## src/rtl/serial_subtractor.sv

```systemverilog
// Bit-serial N-bit subtractor: d = a - b - bin, one bit per clock, LSB first.
// Start/ready/done handshake; results are registered and held until the next completion.
module serial_subtractor #(
    parameter int N = 4
) (
    input  logic         clk,
    input  logic         rst,
    input  logic         start,
    input  logic [N-1:0] a,
    input  logic [N-1:0] b,
    input  logic         bin,
    output logic         ready,
    output logic         busy,
    output logic         done,
    output logic [N-1:0] d,
    output logic         bout,
    output logic         zero,
    output logic         ovf
);

    localparam int CW = (N > 2) ? $clog2(N) : 1;
    localparam logic [CW-1:0] LAST_BIT = CW'(N - 1);

    localparam logic [1:0] S_IDLE  = 2'b00;
    localparam logic [1:0] S_SHIFT = 2'b01;
    localparam logic [1:0] S_DONE  = 2'b10;

    logic [1:0]    state_reg, state_next;
    logic [N-1:0]  a_reg, b_reg, res_reg;
    logic [N-1:0]  a_shr, b_shr, res_next;
    logic          a_msb_reg, b_msb_reg;
    logic          br_reg, br_next;
    logic [CW-1:0] cnt_reg;
    logic          a_bit, b_bit, diff_bit;
    logic          accept, last_bit;

    logic [N-1:0]  d_reg;
    logic          bout_reg, zero_reg, ovf_reg;

    assign a_bit    = a_reg[0];
    assign b_bit    = b_reg[0];
    assign diff_bit = a_bit ^ b_bit ^ br_reg;
    assign br_next  = (~a_bit & b_bit) | (~(a_bit ^ b_bit) & br_reg);

    assign accept   = (state_reg == S_IDLE) && start;
    assign last_bit = (state_reg == S_SHIFT) && (cnt_reg == LAST_BIT);

    // Operands shift right to expose the current bit at position 0; the
    // difference enters at the MSB so it lands in place after N shifts.
    genvar gi;
    generate
        for (gi = 0; gi < N; gi++) begin : g_shift
            if (gi == N - 1) begin : g_top
                assign a_shr[gi]    = 1'b0;
                assign b_shr[gi]    = 1'b0;
                assign res_next[gi] = diff_bit;
            end else begin : g_mid
                assign a_shr[gi]    = a_reg[gi+1];
                assign b_shr[gi]    = b_reg[gi+1];
                assign res_next[gi] = res_reg[gi+1];
            end
        end
    endgenerate

    always_comb begin
        state_next = state_reg;
        case (state_reg)
            S_IDLE:  if (start) state_next = S_SHIFT;
            S_SHIFT: if (cnt_reg == LAST_BIT) state_next = S_DONE;
            S_DONE:  state_next = S_IDLE;
            default: state_next = S_IDLE;
        endcase
    end

    always_ff @(posedge clk or posedge rst) begin
        if (rst) begin
            state_reg <= S_IDLE;
        end else begin
            state_reg <= state_next;
        end
    end

    always_ff @(posedge clk or posedge rst) begin
        if (rst) begin
            a_reg     <= '0;
            b_reg     <= '0;
            res_reg   <= '0;
            a_msb_reg <= 1'b0;
            b_msb_reg <= 1'b0;
            br_reg    <= 1'b0;
            cnt_reg   <= '0;
        end else if (accept) begin
            a_reg     <= a;
            b_reg     <= b;
            a_msb_reg <= a[N-1];
            b_msb_reg <= b[N-1];
            br_reg    <= bin;
            cnt_reg   <= '0;
        end else if (state_reg == S_SHIFT) begin
            a_reg   <= a_shr;
            b_reg   <= b_shr;
            res_reg <= res_next;
            br_reg  <= br_next;
            if (!last_bit) begin
                cnt_reg <= cnt_reg + 1'b1;
            end
        end
    end

    // Result registers only move on the edge that completes the final bit.
    always_ff @(posedge clk or posedge rst) begin
        if (rst) begin
            d_reg    <= '0;
            bout_reg <= 1'b0;
            zero_reg <= 1'b0;
            ovf_reg  <= 1'b0;
        end else if (last_bit) begin
            d_reg    <= res_next;
            bout_reg <= br_next;
            zero_reg <= (res_next == '0);
            ovf_reg  <= (a_msb_reg ^ b_msb_reg) & (diff_bit ^ a_msb_reg);
        end
    end

    assign ready = (state_reg == S_IDLE);
    assign busy  = (state_reg == S_SHIFT);
    assign done  = (state_reg == S_DONE);
    assign d     = d_reg;
    assign bout  = bout_reg;
    assign zero  = zero_reg;
    assign ovf   = ovf_reg;

endmodule
```

## config.mk

```make
export PLATFORM = sky130hd
export DESIGN_NAME = serial_subtractor
export DESIGN_NICKNAME = d
export VERILOG_FILES = /design/src/rtl/serial_subtractor.sv
export SDC_FILE = /design/constraint.sdc
export NUM_CORES = 1
export LEC_CHECK = 0
export ABC_AREA = 1
export BUFFER_PORTS_ARGS = -buffer_cell sky130_fd_sc_hd__buf_2
export CAP_MARGIN = 30
export CORE_ASPECT_RATIO = 0.5
export CORE_MARGIN = 4
export CORE_UTILIZATION = 35
export CTS_CLUSTER_DIAMETER = 40
export DETAILED_ROUTE_END_ITERATION = 7
export GPL_TIMING_DRIVEN = 0
export MAX_ROUTING_LAYER = met4
export SLEW_MARGIN = 20
export SYNTH_ARGS = -nofsm -noshare
export SYNTH_HDL_FRONTEND = slang
export SYNTH_SLANG_ARGS = --single-unit
export TNS_END_PERCENT = 10
```

## constraint.sdc

```tcl
create_clock -name clk -period 3.8 [get_ports clk]
set_input_delay 0.57 -clock clk [delete_from_list [all_inputs] [get_ports clk]]
set_output_delay 0.57 -clock clk [all_outputs]
set_load 0.05 [all_outputs]
```

==> reports/qor.yml <==
flow_run:
  max_cap_violations: 0
critical_path:
  cp_max_fo: 7
  path_cells: "inv_4 -> nand2_4 -> inv_2 -> buf_2"
  worstPathArrival_ns: 1.34
  reg2reg_depth: 6
  cpPeakStageDelay_ns: 0.47
  cp.required_ns: 3.23
  path_class: "reg2out"
  crit_path_top_delay_cell: "dfrtp_1"
  start_kind: "flip-flop"
  worst_setup_path_end_kind: "primary output"
place:
  gp_congestion: 0.6964
  port_buffers: 20
  hpwl_um: 1563
yosys:
  synth_edf_count: 0
  synth_common_cells: "nand2_1 (41), dfrtp_1 (25), nand3_1 (18)"
  synth_nets: 141
  synth_area_leaders: "dfrtp_1 (55%), nand2_1 (13%), nand3_1 (7.9%)"
  ys_warn_count: 0
  synth_cell_types: 18
  avgSynthCellArea_um2: 9.005
  synthArstFlopShare_pct: 100.0
  ys_seq_area_share_pct: 54.70
  synth_ff_type: "dfrtp_1"
  yosysMostFrequentCell: "nand2_1"
  synthCells: 127
  synth_seq_cells: 25
  post-synth-top-area-fraction_pct: 54.70
  yosysTopAreaCell: "dfrtp_1"
  netlist_area_um2: 1144
cts:
  clockBufferDepth: 2
  clk_pin_slew_ns: 0.09
  cts_buffers: 3
  hold_buffers: 0
  root_buffer: "clkbuf_8"
  insertion_delay_ns: 0.27
  clock-sinks: 25
  cts_tree: "built"
  htree_levels: 1
  cts-resized-gates: 0
  post_cts_buffers: 0
floorplan:
  die_height_um: 48.42
  die_w_um: 88.84
  ios: 22
  core_um2: 3065
  num_rows: 14
  dieArea_um2: 4302
  start_util_pct: 37.31
global_routing:
  grt_pass1_vias: 794
  overflow: 0
  antenna_found_initial: 0
  grt_max_degree: 19
  grtUsageTotal_pct: 11.26
  grt_pass1_wl_um: 3670
drt:
  drc: 0
  finalWirelength_um: 2074
  drt_iter0_markers: 35
  postRouteAntennaNets: 0
  viasPerCell: 4.417
  num_vias: 848
  firstDrtPassIters: 4
  wl_per_cell_um: 10.80
sta:
  finClkSkew_ns: 0.007909
  worst_slew_pin_slew_ns: 0.4094
  clock.fmax_mhz: 522.8
  post-route-period-util_pct: 50.34
  period_needed_ns: 1.913
  rsz0062_at_grt: "no"
  setup_viol: 0
  finalMaxSlewViolations: 0
  hold_ws_ns: 0.2709
  relSlewSlack_pct: 72.68
  tns_ns: 0
  hold_violations: 0
power_and_ir_drop:
  ir_drop_v: 0.0003458
  power_frac_clock_pct: 12.6
  p_sw_uw: 579.6
  p_sw_share_pct: 47.16
  p_leak_nw: 0.7331
  p_per_area_nw_per_um2: 899.6
  comb_power_share_pct: 50.4
  power.internal_uw: 649.5
  seq_power_share_pct: 36.9
cells_and_area:
  nets: 167
  area_growth_pct: 19.47
  drive_above_1_share_pct: 22.37
  diodes: 0
run_status:
  run_status: "complete, no violations"
worst_hold_path:
  hold_path_class: "in2async"
worst paths after layout:
path | to | from | slack, ns
max in group asynchronous | state_reg[0] | rst | 3.10
min in group clk | zero | zero | 0.48
setup / recovery | busy | state_reg[1] | 1.89
hold reg to reg | zero | zero | 0.48
setup reg to reg | ovf | a_reg[0] | 2.41
hold / removal | bout | rst | 0.27
layout by cell type (no fill, tap or decap):
cell type | netlist | routed
o21ai_0 | 11 | 11
dfrtp_1 | 25 | 25
ha_1 | 1 | 1
inv_1 | 15 | 15
inv_2 | 1 | 1
buf_16 | 0 | 1
inv_4 | 1 | 1
nand2_1 | 41 | 41
nand3_4 | 1 | 1
clkbuf_8 | 0 | 3
nand2_4 | 2 | 2
buf_6 | 2 | 2
nand3_1 | 18 | 18
fa_1 | 1 | 1
buf_2 | 1 | 21
clkbuf_1 | 0 | 1
nor2_8 | 1 | 1
o21ai_2 | 1 | 1
nand3b_1 | 1 | 1
o21ai_1 | 1 | 1
nor2_1 | 3 | 3
power groups by stage:
stage               Sequential [mW]  Clock [mW]  Combinational (mW)
global route                  0.471       0.175               0.696
finish                        0.454       0.155               0.620
detailed placement            0.459           0               0.631
global placement              0.456           0               0.620
CTS                           0.454       0.164               0.633
floorplan                     0.559           0               0.394
layout make-up:
cell class / instances / area [um2]
Clock buffer: 4 / 45.04
Sequential cell: 25 / 625.6
Multi-Input combinational cell: 82 / 424.2
Tap cell: 40 / 50.05
Buffer: 3 / 27.53
Inverter: 17 / 66.31
Timing Repair Buffer: 21 / 127.6
Fill cell: 317 / 1699
kinds of logic after synthesis:
group / synth area share (%)
adders and majority gates: 2.845
DFF: 54.70
AOI/OAI and AO/OA: 6.017
and+or+nand+nor: 28.23
buffers and inverters: 8.205
per-layer routing:
layer | vias to the layer above | track usage, % | wire length [um]
li1 | 448 | - | -
met1 | 383 | 15.17 | 1068
met2 | 15 | 16.01 | 895
met3 | 2 | 4.068 | 97
met4 | 0 | 3.015 | 12
met5 | - | - | 0
worst max-delay path: cells and delay by family, from the launching register on:
kind                   cells  cell delay (ns)
buffers and inverters      3             0.53
flip-flops                 1             0.47
AND/OR/NAND/NOR            1             0.08
metrics by stage:
step                utilization [%]  total power, mW  worst slack [ns]  cells  cell area (um2)
finish                        44.57            1.229             1.887    192             1366
global placement              42.20            1.075             2.166    187             1294
detailed placement            43.10            1.091             2.170    188             1321
global route                  44.57            1.342             1.801    192             1366
floorplan                         -           0.9528             2.019    127             1144
CTS                           44.57            1.250             1.867    192             1366
(Power assumes the default switching activity.)
